<file path="src/rtl/booth_pkg.sv">
// Shared definitions for the radix-4 Booth multiplier: FSM states, Booth digit
// encoding and the iteration-count helper.
package booth_pkg;

    typedef enum logic [1:0] {
        IDLE = 2'b00,
        RUN  = 2'b01,
        DONE = 2'b10
    } stateT;

    typedef enum logic [2:0] {
        ZERO,
        POS1,
        POS2,
        NEG1,
        NEG2
    } boothDigitT;

    // One extra digit beyond N/2 so zero-extended unsigned operands recode exactly.
    function automatic int iter_count(input int n);
        return n / 2 + 1;
    endfunction

    function automatic boothDigitT recodeDigit(input logic [2:0] bits);
        boothDigitT digit;
        case (bits)
            3'b001, 3'b010: digit = POS1;
            3'b011:         digit = POS2;
            3'b100:         digit = NEG2;
            3'b101, 3'b110: digit = NEG1;
            default:        digit = ZERO;
        endcase
        return digit;
    endfunction

endpackage

</file>
<file path="src/rtl/booth_r4_recoder.sv">
// Combinational Booth radix-4 recoder: turns three multiplier bits into the
// partial-product addend and carry-in that are applied to the accumulator.
module booth_r4_recoder
    import booth_pkg::*;
#(
    parameter int N = 32
) (
    input  logic [2:0]   mBits,
    input  logic [N+1:0] multiplicand,
    output logic [N+2:0] addend,
    output logic         carryIn
);

    boothDigitT  digit;
    logic [N+2:0] oneA;
    logic [N+2:0] twoA;

    assign digit = recodeDigit(mBits);
    assign oneA  = {multiplicand[N+1], multiplicand};
    assign twoA  = {multiplicand, 1'b0};

    // Negative digits use one's complement here; the +1 arrives as carryIn.
    always_comb begin
        addend  = '0;
        carryIn = 1'b0;
        case (digit)
            POS1: addend = oneA;
            POS2: addend = twoA;
            NEG1: begin
                addend  = ~oneA;
                carryIn = 1'b1;
            end
            NEG2: begin
                addend  = ~twoA;
                carryIn = 1'b1;
            end
            default: begin
                addend  = '0;
                carryIn = 1'b0;
            end
        endcase
    end

endmodule

</file>
<file path="src/rtl/booth_r4_multiplier.sv">
// Sequential radix-4 Booth multiplier, one Booth digit per clock, with the
// start/done handshake shared by the SRT divider.
module booth_r4_multiplier
    import booth_pkg::*;
#(
    parameter int N = 32
) (
    input  logic           clk,
    input  logic           rst,
    input  logic           start,
    input  logic           signedInput,
    input  logic [N-1:0]   a,
    input  logic [N-1:0]   b,
    output logic [2*N-1:0] p,
    output logic           done,
    output logic           busy
);

    localparam int ITER = iter_count(N);
    localparam int CW   = $clog2(ITER + 1);
    localparam logic [CW-1:0] LAST = CW'(ITER - 1);

    stateT          state;
    stateT          nextState;
    logic [CW-1:0]  count;
    logic [N+1:0]   aReg;
    logic [N+1:0]   mReg;
    logic           mPrev;
    logic [N+2:0]   acc;

    logic           accept;
    logic [N+1:0]   aExt;
    logic [N+1:0]   bExt;
    logic [N+2:0]   addend;
    logic           carryIn;
    logic [N+2:0]   sum;
    logic [2*N+4:0] shifted;

    assign accept = start && (state == IDLE || state == DONE);
    assign busy   = (state == RUN);
    assign aExt   = signedInput ? {{2{a[N-1]}}, a} : {2'b00, a};
    assign bExt   = signedInput ? {{2{b[N-1]}}, b} : {2'b00, b};

    booth_r4_recoder #(.N(N)) recoder (
        .mBits        ({mReg[1], mReg[0], mPrev}),
        .multiplicand (aReg),
        .addend       (addend),
        .carryIn      (carryIn)
    );

    always_comb begin
        sum     = acc + addend + {{(N+2){1'b0}}, carryIn};
        shifted = $signed({sum, mReg}) >>> 2;
    end

    always_ff @(posedge clk or posedge rst) begin
        if (rst) begin
            state <= IDLE;
        end else begin
            state <= nextState;
        end
    end

    always_comb begin
        nextState = state;
        case (state)
            IDLE:    if (start) nextState = RUN;
            RUN:     if (count == LAST) nextState = DONE;
            DONE:    if (start) nextState = RUN;
            default: nextState = IDLE;
        endcase
    end

    // Product bits shift into mReg from the top as multiplier bits retire below.
    always_ff @(posedge clk or posedge rst) begin
        if (rst) begin
            count <= '0;
            aReg  <= '0;
            mReg  <= '0;
            mPrev <= 1'b0;
            acc   <= '0;
            p     <= '0;
            done  <= 1'b0;
        end else if (accept) begin
            count <= '0;
            aReg  <= aExt;
            mReg  <= bExt;
            mPrev <= 1'b0;
            acc   <= '0;
            done  <= 1'b0;
        end else if (state == RUN) begin
            acc   <= shifted[2*N+4:N+2];
            mReg  <= shifted[N+1:0];
            mPrev <= mReg[1];
            count <= count + CW'(1);
            if (count == LAST) begin
                p    <= shifted[2*N-1:0];
                done <= 1'b1;
            end
        end
    end

endmodule

</file>
<file path="config.mk">
export PLATFORM = sky130hd
export DESIGN_NAME = booth_r4_multiplier
export DESIGN_NICKNAME = d
export VERILOG_FILES = /design/src/rtl/booth_pkg.sv /design/src/rtl/booth_r4_recoder.sv /design/src/rtl/booth_r4_multiplier.sv
export SDC_FILE = /design/constraint.sdc
export NUM_CORES = 1
export LEC_CHECK = 0
export CORE_ASPECT_RATIO = 2
export CORE_MARGIN = 2
export CORE_UTILIZATION = 30
export CTS_CLUSTER_DIAMETER = 150
export DETAILED_ROUTE_END_ITERATION = 10
export GPL_ROUTABILITY_DRIVEN = 0
export PLACE_DENSITY = 0.54
export SLEW_MARGIN = 15
export SYNTH_ARGS = -nofsm -noshare
export SYNTH_HDL_FRONTEND = slang
export SYNTH_SLANG_ARGS = --single-unit
export TNS_END_PERCENT = 1
</file>
<file path="constraint.sdc">
create_clock -name clk -period 5.9 [get_ports clk]
set_clock_uncertainty 0.2 [all_clocks]
set_input_delay 0.59 -clock clk [delete_from_list [all_inputs] [get_ports clk]]
set_output_delay 0.59 -clock clk [all_outputs]
set_load 0.01 [all_outputs]
</file>
Word-level counts from Yosys, hierarchy flattened
Index checks and enable logic that the tools add are counted.
{"block": "word_totals", "ff_bits": 176, "input_bits": 68, "output_inout_bits": 66, "word_cells": 60}
{"block": "op_classes", "addsub": 3, "n_eq_ne": 15, "n_mux": 19, "bitwise": 3, "n_reduce_logical": 12}
{"op": "one-hot mux 35 bit (4 select lines)", "n": 1}
{"op": "2-to-1 mux 34 bit", "n": 4}
{"op": "2-to-1 mux 35 bit", "n": 2}
{"op": "inverter 35 bit", "n": 2}
{"op": "adder 35 x 1 -> 35 bit", "n": 1}
{"op": "adder 35 bit", "n": 1}
{"op": "equality test 3 x 2 -> 1 bit (second input constant)", "n": 4}
{"op": "equality test 3 bit (second input constant)", "n": 4}
{"op": "one-hot mux 3 bit (4 select lines)", "n": 1}
{"op": "2-to-1 mux 5 bit", "n": 2}
{"op": "OR reduction 2 bit", "n": 4}
{"op": "equality test 3 x 1 -> 1 bit (second input constant)", "n": 2}
{"op": "2-to-1 mux 1 bit", "n": 6}
{"op": "adder 5 x 1 -> 5 bit (second input constant)", "n": 1}
{"op": "equality test 5 bit (second input constant)", "n": 1}
{"op": "2-to-1 mux 2 bit", "n": 2}
{"op": "inequality test 2 x 1 -> 1 bit (second input constant)", "n": 2}
{"op": "one-hot mux 2 bit (2 select lines)", "n": 1}
{"op": "AND reduction 2 bit", "n": 2}
{"op": "nonzero test 2 bit", "n": 2}
{"op": "AND reduction 3 bit", "n": 1}
{"op": "equality test 2 x 1 -> 1 bit (second input constant)", "n": 1}
{"op": "equality test 2 bit (second input constant)", "n": 1}
{"op": "zero test 2 bit", "n": 1}
{"op": "other kinds (3)", "n": 3}

Logic depth before layout (Yosys ltp)
Gate-level depths: netlist of the first run.
{"block": "depth", "ltp_word": 9, "depth_mapped": 15, "ltp_nobuf": 13}

Modules after synthesis
A second synthesis of the first run with hierarchy kept.
{"block": "unflattened", "hier_cells": 974, "hier_area_um2": 9766.9}
{"mod": "booth_r4_multiplier", "instances": 1, "cells_each": 839, "area_per_inst_um2": 8483.1, "seq_area_each_um2": 4329.2}
{"mod": "booth_r4_recoder", "instances": 1, "cells_each": 135, "area_per_inst_um2": 1283.7, "seq_area_each_um2": 0.0}

Least setup slack after synthesis of the first run
Ideal clock, no wire load.
{"block": "synth_timing", "path_kind": "register to register", "from": "register mReg[0]", "to": "register acc[21]", "setup_time_ps": 122, "arrival_time_ps": 3355, "required_time_ps": 5578, "path_slack_ps": 2224, "path_stages_with_launch": 13, "n_path_buf": 2, "period_less_slack_ps": 3676, "cell_sequence": "dfrtp_1 clkbuf_1 or3b_2 clkbuf_1 o21ai_0 ha_1 a21o_1 and4_1 o21a_1 o31ai_2 a21oi_1 or3_1 a32o_1"}
{"block": "synth_between", "elab_chain_cells": 9, "word_cells_on_any_way": 20, "cone_classes": "add/sub (2); eq/ne (10); mux (5); reduce/logical (3)"}
{"item": "from (decl)", "line_no": "booth_r4_multiplier.sv:27", "source": "logic [N+1:0] mReg;"}
{"item": "from (signal assigned)", "line_no": "booth_r4_multiplier.sv:87", "source": "mReg <= bExt;"}
{"item": "from (signal assigned)", "line_no": "booth_r4_multiplier.sv:93", "source": "mReg <= shifted[N+1:0];"}
{"item": "equality test 3 bit (tied with other cells)", "line_no": "booth_pkg.sv:26", "source": "case (bits)"}
{"item": "OR reduction 2 bit", "line_no": "booth_pkg.sv:26"}
{"item": "one-hot mux 3 bit (4 select lines) (*)", "line_no": "booth_pkg.sv:26"}
{"item": "equality test 3 bit (tied with other cells)", "line_no": "booth_r4_recoder.sv:26", "source": "case (digit)"}
{"item": "one-hot mux 35 bit (4 select lines) or OR reduction 2 bit (tied branches)"}
{"item": "adder 35 bit or 2-to-1 mux 1 bit (tied branches)", "line_no": "booth_r4_multiplier.sv:52, booth_r4_recoder.sv:26"}
{"item": "adder 35 x 1 -> 35 bit (*)", "line_no": "booth_r4_multiplier.sv:52", "source": "sum = acc + addend + {{(N+2){1'b0}}, carryIn};"}
{"item": "2-to-1 mux 35 bit (*)", "line_no": "booth_r4_multiplier.sv:91", "source": "end else if (state == RUN) begin"}
{"item": "2-to-1 mux 35 bit (*)", "line_no": "booth_r4_multiplier.sv:84", "source": "end else if (accept) begin"}
{"item": "to (signal assigned)", "line_no": "booth_r4_multiplier.sv:92", "source": "acc <= shifted[2*N+4:N+2];"}
{"item": "to (decl)", "line_no": "booth_r4_multiplier.sv:29", "source": "logic [N+2:0] acc;"}
Every way passes the cells marked *; elsewhere a longest branch is shown, timed or not. The select of a mux whose other input is x is not followed.
A chain may end at the register's enable or synchronous reset.

Final worst setup path of the first run
{"block": "layout_timing", "from": "register mReg[1]", "to": "register p[60]"}
{"block": "layout_between", "elab_chain_cells": 7, "word_cells_on_any_way": 18, "cone_classes": "add/sub (2); eq/ne (10); mux (3); reduce/logical (3)"}
{"item": "equality test 3 bit (tied with other cells)", "line_no": "booth_pkg.sv:26"}
{"item": "OR reduction 2 bit", "line_no": "booth_pkg.sv:26"}
{"item": "one-hot mux 3 bit (4 select lines) (*)", "line_no": "booth_pkg.sv:26"}
{"item": "equality test 3 bit (tied with other cells)", "line_no": "booth_r4_recoder.sv:26"}
{"item": "one-hot mux 35 bit (4 select lines) or OR reduction 2 bit (tied branches)"}
{"item": "adder 35 bit or 2-to-1 mux 1 bit (tied branches)", "line_no": "booth_r4_multiplier.sv:52, booth_r4_recoder.sv:26"}
{"item": "adder 35 x 1 -> 35 bit (*)", "line_no": "booth_r4_multiplier.sv:52"}
{"item": "to (signal assigned)", "line_no": "booth_r4_multiplier.sv:97", "source": "p <= shifted[2*N-1:0];"}
{"item": "to (decl)", "line_no": "booth_r4_multiplier.sv:14", "source": "output logic [2*N-1:0] p,"}
Every way passes the cells marked *; elsewhere a longest branch is shown, timed or not.

==> impl_metrics.json, run 1 <==
{
  "status": "finished, final reports clean",
  "wl_per_cell_um": 18.52,
  "maxSlewHeadroom_pct": 33.49,
  "core_um2": 31430,
  "vias": 8168,
  "grt_first_pass_wirelength_mm": 47.49,
  "ys_seq_area_share_pct": 45.22,
  "synth.net_count": 1185,
  "setup_tns_ps": 0,
  "io_buffers": 133,
  "cp-end-kind": "flip-flop",
  "required_ps": 6040,
  "ys_types": 67,
  "synth-seq-cells": 173,
  "critPathKind": "reg2reg",
  "start_util_pct": 30.47,
  "clock_latency_ps": 460,
  "fillers": 3176,
  "grt_pass1_vias": 8650,
  "synth_enable_flop_cells": 0,
  "grt_overflow": 0,
  "syn_inst": 1080,
  "clock.fmax_mhz": 223.9,
  "maxCapViolations": 0,
  "drt-total-wl_mm": 29.87,
  "synth_ff_type": "dfrtp_1",
  "clk_path_buf_depth": 2,
  "setup_viol": 0,
  "worstPathArrival_ps": 4610,
  "syn2layout_area_growth_pct": 24.01,
  "rsz0062_at_grt": "no",
  "htreeDepth": 4,
  "drcViolationCount": 0,
  "cts_tree": "built",
  "ff2ff_path_depth": 13,
  "period_share_pct": 75.71,
  "hold_viol_final": 0,
  "dr.pass1.iters": 5,
  "finalCriticalPeriod_ps": 4467,
  "synth-async-reset-ratio_pct": 100.0,
  "drtAntennaViolNets": 0,
  "post_cts_buffers": 0,
  "min_path_cells": 2,
  "final_cells": 1613,
  "fp.dieW_um": 130.3,
  "die-area_um2": 33450,
  "whs_ps": 278.7,
  "yosysWarnings": 0,
  "cts.clk_slew.worst_paths_ps": 80,
  "grt_usage_pct": 18.61,
  "drt_iter0_drc": 438,
  "syn_avg_cell_area_um2": 8.865,
  "place_inst": 1581,
  "startpoint_type": "flip-flop",
  "die_h_um": 256.6,
  "nets": 1282,
  "grt_max_degree": 174,
  "hpwl_mm": 20.76,
  "worst_hold_path_type": "reg2reg",
  "layout_common_cells": "nand2_1 (339), dfrtp_1 (172), clkdlybuf4s50_1 (133)",
  "ios": 134,
  "pre_cts_ws_ps": 1493,
  "drv_slew": 0,
  "crit_path_max_fanout": 25,
  "final_common_cell": "nand2_1",
  "numCtsBuffers": 17,
  "vias_per_cell": 5.064,
  "final_layout_size_suffix_gt1_share_pct": 7.059,
  "setup_ws_ps": 1433,
  "cts.sinks": 173,
  "worst_pin_slew_ps": 997.7,
  "postCtsHoldBufs": 0,
  "cts_resized": 0,
  "fp-row-count": 92,
  "synth_area_um2": 9574,
  "antenna_found_initial": 0,
  "clock-root-buffer": "clkbuf_16",
  "antenna_cells": 0
}
==> metrics by stage <==
step | util, % | area (µm²)
2_1_floorplan | - | 9574
3_3_place_gp | 35.83 | 11260
3_5_place_dp | 35.83 | 11260
4_1_cts | 37.78 | 11870
5_1_grt | 37.78 | 11870
6_report | 37.78 | 11870
==> sequential cells by signal, summed over array words and instances, names as in the netlist <==
name,cells
mReg,34
aReg,33
p,64
done,1
mPrev,1
count,5
state,2
acc,33
==> worst max-delay path, stage by stage, from the launching register on <==
cell,delay (ps)
dfrtp_2,640
buf_4,450
nor2_1,90
a21oi_1,130
a21oi_1,70
fa_1,430
fa_1,420
a21o_1,230
a221oi_2,400
nand3_1,120
a221o_1,440
a31oi_1,310
xnor2_1,150
mux2_2,270
==> cell usage after synthesis, drive strengths merged (16+ instances only) <==
master | instances | area share [%]
nand4 | 16 | 1.0
nand3 | 20 | 1.1
a21oi | 45 | 2.4
o21ai | 65 | 3.4
nor2 | 28 | 1.1
clkbuf | 61 | 2.8
nand2 | 340 | 13
a22oi | 66 | 5.2
a22o | 22 | 2.0
ha | 35 | 4.6
xor2 | 44 | 4.0
dfrtp | 173 | 45
==> metal layers <==
metal	vias to the layer above	share of wire, %	global-route usage [%]	wire [µm]
li1	3951	-	-	-
met2	208	55	34.53	16530
met5	-	0	0	0
met3	68	4.0	4.006	1207
met1	3941	36	19.01	10840
met4	0	4.4	9.498	1300
==> cell type report <==
cell class	instances	area (µm²)	share of cell area (%)
Multi-Input combinational cell	827	4892	41.21
Sequential cell	173	4330	36.47
Timing Repair Buffer	150	1471	12.39
Tap cell	423	529.3	4.458
Clock buffer	18	439.2	3.699
Clock inverter	14	175.2	1.475
Inverter	8	35.03	0.2951
==> path summary, 6_finish.rpt <==
path / start / to / slack, ps
setup reg to reg: mReg[1]$_DFFE_PP0P_ / p[60]$_DFFE_PP0P_ / 1430
setup / recovery: mReg[1]$_DFFE_PP0P_ / p[60]$_DFFE_PP0P_ / 1430
max in group asynchronous: rst / mReg[1]$_DFFE_PP0P_ / 4180
hold reg to reg: p[3]$_DFFE_PP0P_ / p[3]$_DFFE_PP0P_ / 280
min in group asynchronous: rst / p[11]$_DFFE_PP0P_ / 530
hold / removal: p[3]$_DFFE_PP0P_ / p[3]$_DFFE_PP0P_ / 280
==> cells by family after synthesis <==
group | after synthesis | synth area share, %
simple gates | 446 | 19.43
xor+xnor | 59 | 5.397
fa+ha+maj | 37 | 4.992
buf+inv | 80 | 4.130
flops | 173 | 45.22
mux | 14 | 1.621
compound gates | 271 | 19.21
Power of run 1 is left out: the tool's default activity adds up to more than one toggle a clock period on the data nets, which glitch-free logic cannot reach.
==> inputs of run 2 (changes only) <==
==> constraint.sdc (replaced) <==
create_clock -name clk -period 4.6 [get_ports clk]
set_clock_uncertainty 0.2 [all_clocks]
set_input_delay 0.46 -clock clk [delete_from_list [all_inputs] [get_ports clk]]
set_output_delay 0.46 -clock clk [all_outputs]
set_load 0.01 [all_outputs]
==> impl_metrics.json, run 2 (same netlist as run 1, synthesis figures left out) <==
{
  "status": "finished, final reports clean",
  "busiest_layer": "met2",
  "core_um2": 31430,
  "wl_per_cell_um": 18.20,
  "rrSetupSlack_ps": 310,
  "cts_tree": "built",
  "ff2ff_path_depth": 12,
  "whs_ps": 281.4,
  "required_ps": 4740,
  "clk_path_buf_depth": 2,
  "worst_pin_slew_ps": 798.1,
  "postCtsHoldBufs": 0,
  "antenna_found_initial": 0,
  "nets": 1287,
  "ios": 134,
  "htreeDepth": 4,
  "path_depth": 12,
  "met2_usage_pct": 33.81,
  "final_cells": 1618,
  "final_layout_size_suffix_gt1_share_pct": 7.280,
  "crit_chain": "and3b_1, buf_4, a22oi_1, o21ai_0, ha_1, and3_1, a221oi_2, nand3_1, a221o_1, a31oi_1, xnor2_1, mux2_2",
  "maxCapViolations": 0,
  "r2r-start": "mPrev$_DFFE_PP0P_",
  "clock-root-buffer": "clkbuf_16",
  "syn2layout_area_growth_pct": 24.23,
  "die-area_um2": 33450,
  "grt_pass1_vias": 8566,
  "die_h_um": 256.6,
  "setup_viol": 0,
  "cpPeakStageDelay_ps": 630,
  "period_share_pct": 93.29,
  "crit_buf_inv": 1,
  "drcViolationCount": 0,
  "largest_reg_flops": 64,
  "cts.sinks": 173,
  "crit_end": "p[60]$_DFFE_PP0P_",
  "io_buffers": 133,
  "worstPathArrival_ps": 4430,
  "layout_common_cells": "nand2_1 (339), dfrtp_1 (172), clkdlybuf4s50_1 (133)",
  "finalCriticalPeriod_ps": 4291,
  "use_met1_pct": 19.32,
  "grt_usage_pct": 18.45,
  "fp.dieW_um": 130.3,
  "fp-row-count": 92,
  "crit_family": "compound AO/OA/AOI/OAI gates",
  "final_common_cell": "nand2_1",
  "r2r-end": "p[60]$_DFFE_PP0P_",
  "grt_overflow": 0,
  "largestRegisters": "p x64, mReg x34",
  "critPathKind": "reg2reg",
  "vias_per_cell": 5.039,
  "maxSlewHeadroom_pct": 46.68,
  "clock.fmax_mhz": 233.0,
  "start_util_pct": 30.47,
  "drt_iter0_drc": 448,
  "hold_viol_final": 0,
  "crit_path_max_fanout": 14,
  "grt_use_met3_pct": 3.881,
  "antenna_cells": 0,
  "startpoint_type": "flip-flop",
  "setup_tns_ps": 0,
  "crit_slowest_cell": "and3b_1",
  "drv_slew": 0,
  "vias": 8153,
  "top_register": "p",
  "place_inst": 1586,
  "rsz0062_at_grt": "no",
  "drtAntennaViolNets": 0,
  "numCtsBuffers": 17,
  "hpwl_mm": 21.23,
  "cts.clk_slew.worst_paths_ps": 80,
  "cts_resized": 0,
  "clock_latency_ps": 450,
  "crit_path_start": "mPrev$_DFFE_PP0P_",
  "worst_hold_path_type": "reg2reg",
  "drt-total-wl_mm": 29.45,
  "fillers": 3228,
  "dr.pass1.iters": 7,
  "grt_max_degree": 98,
  "cp-end-kind": "flip-flop",
  "grt_first_pass_wirelength_mm": 47.17,
  "post_cts_buffers": 0
}
[run 2: cell count changes in the layout (fill, tap and decap cells not counted), sizes merged]
cell,delta
clkinv,+2
clkinvlp,-1
buf,+5
inv,-2
clkbuf,+1
[run 2: per-stage QoR]
| stage | setup WS, ps | cell area, µm² | util [%] |
|---|---|---|---|
| after floorplan | 923.7 | 9578 | - |
| after global placement | 435.0 | 11310 | 35.99 |
| after detailed placement | 379.9 | 11310 | 35.99 |
| after CTS | 339.3 | 11890 | 37.85 |
| after global routing | 41.47 | 11890 | 37.85 |
| final | 308.7 | 11890 | 37.85 |
[run 2: how the worst min path moves through the flow]
stage	startpoint	end	slack [ps]	depth (start not counted)
floorplan	acc[19]$_DFFE_PP0P_	acc[19]$_DFFE_PP0P_	260	2
global placement	p[1]$_DFFE_PP0P_	p[1]$_DFFE_PP0P_	260	2
detailed placement	p[15]$_DFFE_PP0P_	p[15]$_DFFE_PP0P_	260	2
CTS	done$_DFFE_PP0P_	done$_DFFE_PP0P_	290	2
global route	p[12]$_DFFE_PP0P_	p[12]$_DFFE_PP0P_	300	2
finish	p[22]$_DFFE_PP0P_	p[22]$_DFFE_PP0P_	280	2
[run 2: routing by layer]
layer  share of wire [%]  up-vias
met4                 4.5        0
met2                  55      171
met3                 3.7       67
li1                    -     3963
met5                   0        -
met1                  37     3952
[run 2: cell type report]
type	instances	area (µm²)	area share [%]
inverter	8	33.78	0.2840
clock buffer	19	432.9	3.640
sequential	173	4330	36.41
clock inverter	13	152.6	1.283
timing repair buffer	155	1534	12.90
multi-input combinational	827	4881	41.04
tap	423	529.3	4.450
[run 2: worst reg2reg max path, stage by stage, from the launching register on]
cell and delay [ps]:
dfrtp_1 520, and3b_1 630, buf_4 290, a22oi_1 90
o21ai_0 110, ha_1 340, and3_1 220, a221oi_2 400
nand3_1 120, a221o_1 440, a31oi_1 370, xnor2_1 160
mux2_2 280
Power of run 2 is left out for the same reason.
